File: src/rtl/seg_scan_ctrl_pkg.sv
// Shared constants for the seven-segment scan path: segment table, idle
// drive levels, digit count and the per-slot phase type.
package seg_scan_ctrl_pkg;

    localparam int NUM_DIGITS = 4;

    // Active-low idle levels: every segment off, no digit selected.
    localparam logic [7:0] SEG_OFF = 8'hFF;
    localparam logic [3:0] SEL_OFF = 4'hF;

    // Active-high gfedcba patterns for hex digits 0..F.
    localparam logic [6:0] HEX7_TABLE [16] = '{
        7'h3F, 7'h06, 7'h5B, 7'h4F,
        7'h66, 7'h6D, 7'h7D, 7'h07,
        7'h7F, 7'h6F, 7'h77, 7'h7C,
        7'h39, 7'h5E, 7'h79, 7'h71
    };

    // Phase within one digit slot: dark guard interval, then the digit.
    typedef enum logic {
        PH_BLANK = 1'b0,
        PH_SHOW  = 1'b1
    } phase_t;

endpackage

File: src/rtl/seg_scan_ctrl_hex7_decode.sv
// Combinational hex nibble plus decimal point to active-low segment drive.
// Bit order of seg: [6:0] = g..a, [7] = dp.
module seg_hex7_decode
    import seg_scan_ctrl_pkg::*;
(
    input  logic [3:0] nibble,
    input  logic       dp,
    output logic [7:0] seg
);

    // Table lookup, then invert everything for the common-anode shield.
    always_comb begin
        seg = ~{dp, HEX7_TABLE[nibble]};
    end

endmodule

File: src/rtl/seg_scan_ctrl.sv
// Four-digit time-multiplexed seven-segment scan controller.
// A slot timer walks the digits; each slot opens with a dark guard interval
// against ghosting. New contents arrive through a load/ready handshake into a
// shadow register and are only copied to the displayed (active) set at a frame
// boundary, so a frame never shows a mix of old and new digits.
//
// Handshake: a transfer happens on a rising clk edge where load && load_ready.
// load_ready stays low from that transfer until the frame boundary that commits
// the shadow; load while load_ready is low is simply dropped, nothing queues.
module seg_scan_ctrl
    import seg_scan_ctrl_pkg::*;
#(
    parameter int DIGIT_CYCLES = 25000,
    parameter int BLANK_CYCLES = 100
)
(
    input  logic        clk,
    input  logic        rst,
    input  logic        load,
    output logic        load_ready,
    input  logic [15:0] load_value,
    input  logic [3:0]  load_en,
    input  logic [3:0]  load_dp,
    output logic [3:0]  io_sel,
    output logic [7:0]  io_seg,
    output logic [1:0]  cur_digit,
    output logic        frame_tick
);

    localparam int CNT_W = $clog2(DIGIT_CYCLES);
    localparam logic [CNT_W-1:0] CNT_LAST  = CNT_W'(DIGIT_CYCLES - 1);
    localparam logic [CNT_W-1:0] CNT_BLANK = CNT_W'(BLANK_CYCLES);
    localparam logic [CNT_W-1:0] CNT_ONE   = CNT_W'(1);

    // A slot must have at least one dark cycle and at least one lit cycle.
    if (BLANK_CYCLES >= DIGIT_CYCLES || BLANK_CYCLES == 0) begin : g_bad_params
        $fatal(1, "seg_scan_ctrl: need 0 < BLANK_CYCLES < DIGIT_CYCLES");
    end

    logic [CNT_W-1:0] cnt;
    phase_t           phase;
    logic             slot_end;
    logic             frame_evt;

    logic [15:0] active_value;
    logic [3:0]  active_en;
    logic [3:0]  active_dp;
    logic [15:0] shadow_value;
    logic [3:0]  shadow_en;
    logic [3:0]  shadow_dp;
    logic        pending;

    logic [3:0]  cur_nibble;
    logic        cur_dp;
    logic        cur_en;
    logic [7:0]  dec_seg;
    logic [3:0]  sel_d;
    logic [7:0]  seg_d;

    // Slot timer: cnt runs through one slot, cur_digit advances at its end.
    always_ff @(posedge clk) begin
        if (rst) begin
            cnt       <= '0;
            cur_digit <= 2'd0;
        end else if (slot_end) begin
            cnt       <= '0;
            cur_digit <= cur_digit + 2'd1;
        end else begin
            cnt <= cnt + CNT_ONE;
        end
    end

    // Phase and boundary decode from the timer state.
    always_comb begin
        phase     = (cnt < CNT_BLANK) ? PH_BLANK : PH_SHOW;
        slot_end  = (cnt == CNT_LAST);
        frame_evt = slot_end && (cur_digit == 2'(NUM_DIGITS - 1));
    end

    // Pick the active digit's nibble, dp and enable for the current slot.
    always_comb begin
        cur_nibble = active_value[{cur_digit, 2'b00} +: 4];
        cur_dp     = active_dp[cur_digit];
        cur_en     = active_en[cur_digit];
    end

    seg_hex7_decode u_decode (
        .nibble (cur_nibble),
        .dp     (cur_dp),
        .seg    (dec_seg)
    );

    // Next drive levels: dark during BLANK or for a disabled digit.
    always_comb begin
        sel_d = SEL_OFF;
        seg_d = SEG_OFF;
        if (phase == PH_SHOW && cur_en) begin
            sel_d = ~(4'b0001 << cur_digit);
            seg_d = dec_seg;
        end
    end

    // Registered pin drive and frame pulse, one clk behind the timer.
    always_ff @(posedge clk) begin
        if (rst) begin
            io_sel     <= SEL_OFF;
            io_seg     <= SEG_OFF;
            frame_tick <= 1'b0;
        end else begin
            io_sel     <= sel_d;
            io_seg     <= seg_d;
            frame_tick <= frame_evt;
        end
    end

    // Shadow capture and frame-boundary commit. A commit and a capture never
    // coincide: while pending is set load_ready is low.
    always_ff @(posedge clk) begin
        if (rst) begin
            active_value <= '0;
            active_en    <= '0;
            active_dp    <= '0;
            shadow_value <= '0;
            shadow_en    <= '0;
            shadow_dp    <= '0;
            pending      <= 1'b0;
            load_ready   <= 1'b1;
        end else if (frame_evt && pending) begin
            active_value <= shadow_value;
            active_en    <= shadow_en;
            active_dp    <= shadow_dp;
            pending      <= 1'b0;
            load_ready   <= 1'b1;
        end else if (load && load_ready) begin
            shadow_value <= load_value;
            shadow_en    <= load_en;
            shadow_dp    <= load_dp;
            pending      <= 1'b1;
            load_ready   <= 1'b0;
        end
    end

endmodule
File: config.mk
export PLATFORM = sky130hd
export DESIGN_NAME = seg_scan_ctrl
export DESIGN_NICKNAME = d
export VERILOG_FILES = /design/src/rtl/seg_scan_ctrl_pkg.sv /design/src/rtl/seg_scan_ctrl_hex7_decode.sv /design/src/rtl/seg_scan_ctrl.sv
export SDC_FILE = /design/constraint.sdc
export NUM_CORES = 1
export LEC_CHECK = 0
export CAP_MARGIN = 10
export CORE_ASPECT_RATIO = 0.8
export CORE_UTILIZATION = 48
export CTS_BUF_LIST = sky130_fd_sc_hd__clkbuf_4 sky130_fd_sc_hd__clkbuf_8
export CTS_CLUSTER_SIZE = 24
export DETAILED_ROUTE_END_ITERATION = 10
export GPL_ROUTABILITY_DRIVEN = 0
export PLACE_DENSITY = 0.7
export SLEW_MARGIN = 10
export SYNTH_ARGS = -nofsm -noshare
export SYNTH_HDL_FRONTEND = slang
export SYNTH_SLANG_ARGS = --single-unit
File: constraint.sdc
create_clock -name clk -period 2.89 [get_ports clk]
set_clock_uncertainty 0.2 [all_clocks]
set_input_delay 0.289 -clock clk [delete_from_list [all_inputs] [get_ports clk]]
set_output_delay 0.289 -clock clk [all_outputs]
set_load 0.01 [all_outputs]
==> flow_metrics.tcl <==
set metrics [dict create \
    ys_seq_area_share_pct 43.52 \
    postRouteAntennaNets 0 \
    fp.dieH_um 80.32 \
    drive_above_1_share_pct 8.102 \
    postLayoutCellArea_um2 4360 \
    core.rowCount 28 \
    setup_viol 0 \
    synth_area_um2 3680 \
    hpwl_um 5130 \
    num_vias 2855 \
    synth_flop_cell "dfxtp_1" \
    hold_buffers 0 \
    synth_edf_count 0 \
    maxSlewViolCount 0 \
    numCtsBuffers 9 \
    path_max_fanout 27 \
    netlist-cell-type-count 41 \
    cp.arrival_ps 2540 \
    cts.sinks 80 \
    outcome "finished, final reports clean" \
    fp.dieW_um 99.89 \
    n_fill_cell 671 \
    start_util_pct 49.78 \
    post-cts-setup-buffers 0 \
    overflow 0 \
    fmax_mhz 408.0 \
    final_hold_viol_count 0 \
    fin_nets 465 \
    coreArea_um2 7392 \
    dieArea_um2 8023 \
    ys.warnings.count 0 \
    syn_inst 394 \
    antenna_cells 0 \
    gr-usage-all-layers_pct 20.38 \
    peakVddDrop_v 0.0003159 \
    ctsLongestPathBuffers 2 \
    hp-class "input port to register" \
    min_period_over_period_pct 84.80 \
    grt_pass1_vias 2629 \
    power.density_nw_per_um2 482.0 \
    first_pass_iters 4 \
    leakagePower_nw 1.510 \
    synth_seq_cells 80 \
    grt_pass1_wl_um 12680 \
    worstPathRequired_ps 2980 \
    crit_type "register to register" \
    drcViolationCount 0 \
    drt-vias-per-instance 5.317 \
    cts_tree "done" \
    num_io_pins 43 \
    setup_tns_ps 0 \
    grt_max_degree 56 \
    syn_nets 432 \
    worst_pin_slew_ps 1095 \
    critPathCaptureType "register" \
    postPlaceCellArea_um2 4161 \
    synth_async_sr_flop_share_pct 0 \
    drt_iter0_drc 170 \
    synth_area_per_cell_um2 9.340 \
    crit_path_start_kind "register" \
    rsz0062_at_grt "no" \
    wirelength_um 7508 \
    relSlewSlack_pct 26.84 \
    htree_levels 3 \
    min_period_ps 2451 \
    clk_pin_slew_worst_paths_ps 90 \
    area_growth_pct 18.50 \
    antenna_found_initial 0 \
    ctsRootBufferMaster "clkbuf_8" \
    port_buffers 42 \
    worst_skew_pair.late_latency_ps 350 \
    drv_cap 0 \
    cts-resized-gates 0 \
    wire_per_inst_um 13.98 \
    final_core_util_pct 58.99 \
]
per-layer routing:
metal  global-route usage, %  up-vias  routed length [µm]
met5                       0        -                   0
met1                   28.85     1335                3854
met3                   6.179        7                 403
met2                   30.14       70                3181
li1                        -     1443                   -
met4                   4.853        0                  69
area by class of cell:
| type | instances | area, µm² | share of cell area, % |
|---|---|---|---|
| multi-input combinational | 279 | 1931 | 44.28 |
| sequential | 80 | 1602 | 36.73 |
| timing repair buffer | 49 | 467.9 | 10.73 |
| clock buffer | 10 | 131.4 | 3.013 |
| tap | 105 | 131.4 | 3.013 |
| clock inverter | 6 | 67.56 | 1.549 |
| inverter | 8 | 30.03 | 0.6887 |
cells in the final DEF, fill, tap and decap left out, types with 2 or more instances in the layout:
| cell type | synthesis | layout |
|---|---|---|
| xor2_1 | 3 | 3 |
| mux4_2 | 5 | 5 |
| inv_6 | 0 | 2 |
| inv_1 | 8 | 8 |
| nand2b_1 | 49 | 49 |
| dfxtp_1 | 80 | 80 |
| buf_4 | 1 | 7 |
| nand2_1 | 15 | 15 |
| mux2i_1 | 32 | 32 |
| clkinvlp_4 | 0 | 2 |
| xnor2_1 | 12 | 12 |
| o221ai_1 | 2 | 2 |
| o21ai_0 | 27 | 27 |
| a21oi_1 | 27 | 27 |
| and2_1 | 3 | 3 |
| nand3_1 | 32 | 32 |
| nor3_1 | 5 | 5 |
| nor2_1 | 21 | 21 |
| clkbuf_8 | 0 | 9 |
| or4_1 | 3 | 3 |
| nor4_1 | 4 | 4 |
| o31ai_1 | 2 | 2 |
| nand4b_1 | 2 | 2 |
| nor3b_1 | 2 | 2 |
| or3_1 | 2 | 2 |
| a211o_1 | 2 | 2 |
| ha_1 | 11 | 11 |
| clkdlybuf4s50_1 | 0 | 41 |
| nand4_1 | 4 | 4 |
| mux2_2 | 2 | 2 |
| o311ai_0 | 2 | 2 |
registers in the layout, summed over array words and instances, names as in the netlist, 2 cells and up:
signal        cells
active_en         4
active_dp         4
shadow_dp         4
shadow_value     16
active_value     16
cur_digit         2
shadow_en         4
io_seg            8
io_sel            4
cnt              15
worst max-delay path, stage by stage (launching register included):
cell and delay (ps):
dfxtp_1 330, ha_1 260, nand4_1 150, nor4_4 40
buf_4 230, a21oi_4 880, mux2i_1 280
synth_stat cells, drive strengths merged, types with 3 or more instances:
cell type  instances  area [µm²]
a21oi             28       143.9
and2               3       18.77
buf                6       45.04
clkbuf            21       80.07
dfxtp             80        1602
ha                11       137.6
inv                8       30.03
mux2i             32       320.3
mux4               5       112.6
nand2             15       56.30
nand2b            49       306.5
nand3             32       160.2
nand4              4       25.02
nor2              21       78.83
nor3               5       25.02
nor4               5       46.29
o21ai             27       135.1
or4                4       33.78
xnor2             12       105.1
xor2               3       26.28
stage by stage:
stage               power (mW)  setup slack [ps]  instances  hold WS, ps
finish                   2.102             439.2        537        161.9
global route             2.180             275.5        537        196.1
CTS                      2.114             420.6        537        149.1
detailed placement       1.294             428.2        521        238.1
global placement         1.291             505.1        521        231.3
floorplan                1.243             319.7        394        217.5
report_power, final:
group | total (mW) | switching, mW | internal, mW | leakage, nW
sequential | 1.15 | 0.0174 | 1.13 | 0.650
combinational | 0.122 | 0.0511 | 0.0708 | 0.763
clock | 0.834 | 0.421 | 0.413 | 0.0967
total | 2.10 | 0.490 | 1.61 | 1.51
final timing paths:
kind         cells past startpoint  startpoint  slack (ps)               end
min reg2reg                      1      cnt[0]         250            cnt[0]
max                              6      cnt[0]         440  shadow_value[12]
max reg2reg                      6      cnt[0]         440  shadow_value[12]
min                              2         rst         160      active_en[2]
kinds of logic (layout without fill, tap and decap cells):
family | Yosys count | after routing | synth area share [%]
adder cells (fa/ha/maj) | 11 | 11 | 3.740
multiplexers | 39 | 39 | 12.38
buffers and inverters | 35 | 73 | 4.216
XOR/XNOR | 15 | 15 | 3.570
flip-flops | 80 | 80 | 43.52
AND/OR/NAND/NOR | 147 | 147 | 22.20
AO/OA/AOI/OAI | 67 | 67 | 10.37
Note: power is estimated with default switching activity, not from simulation.
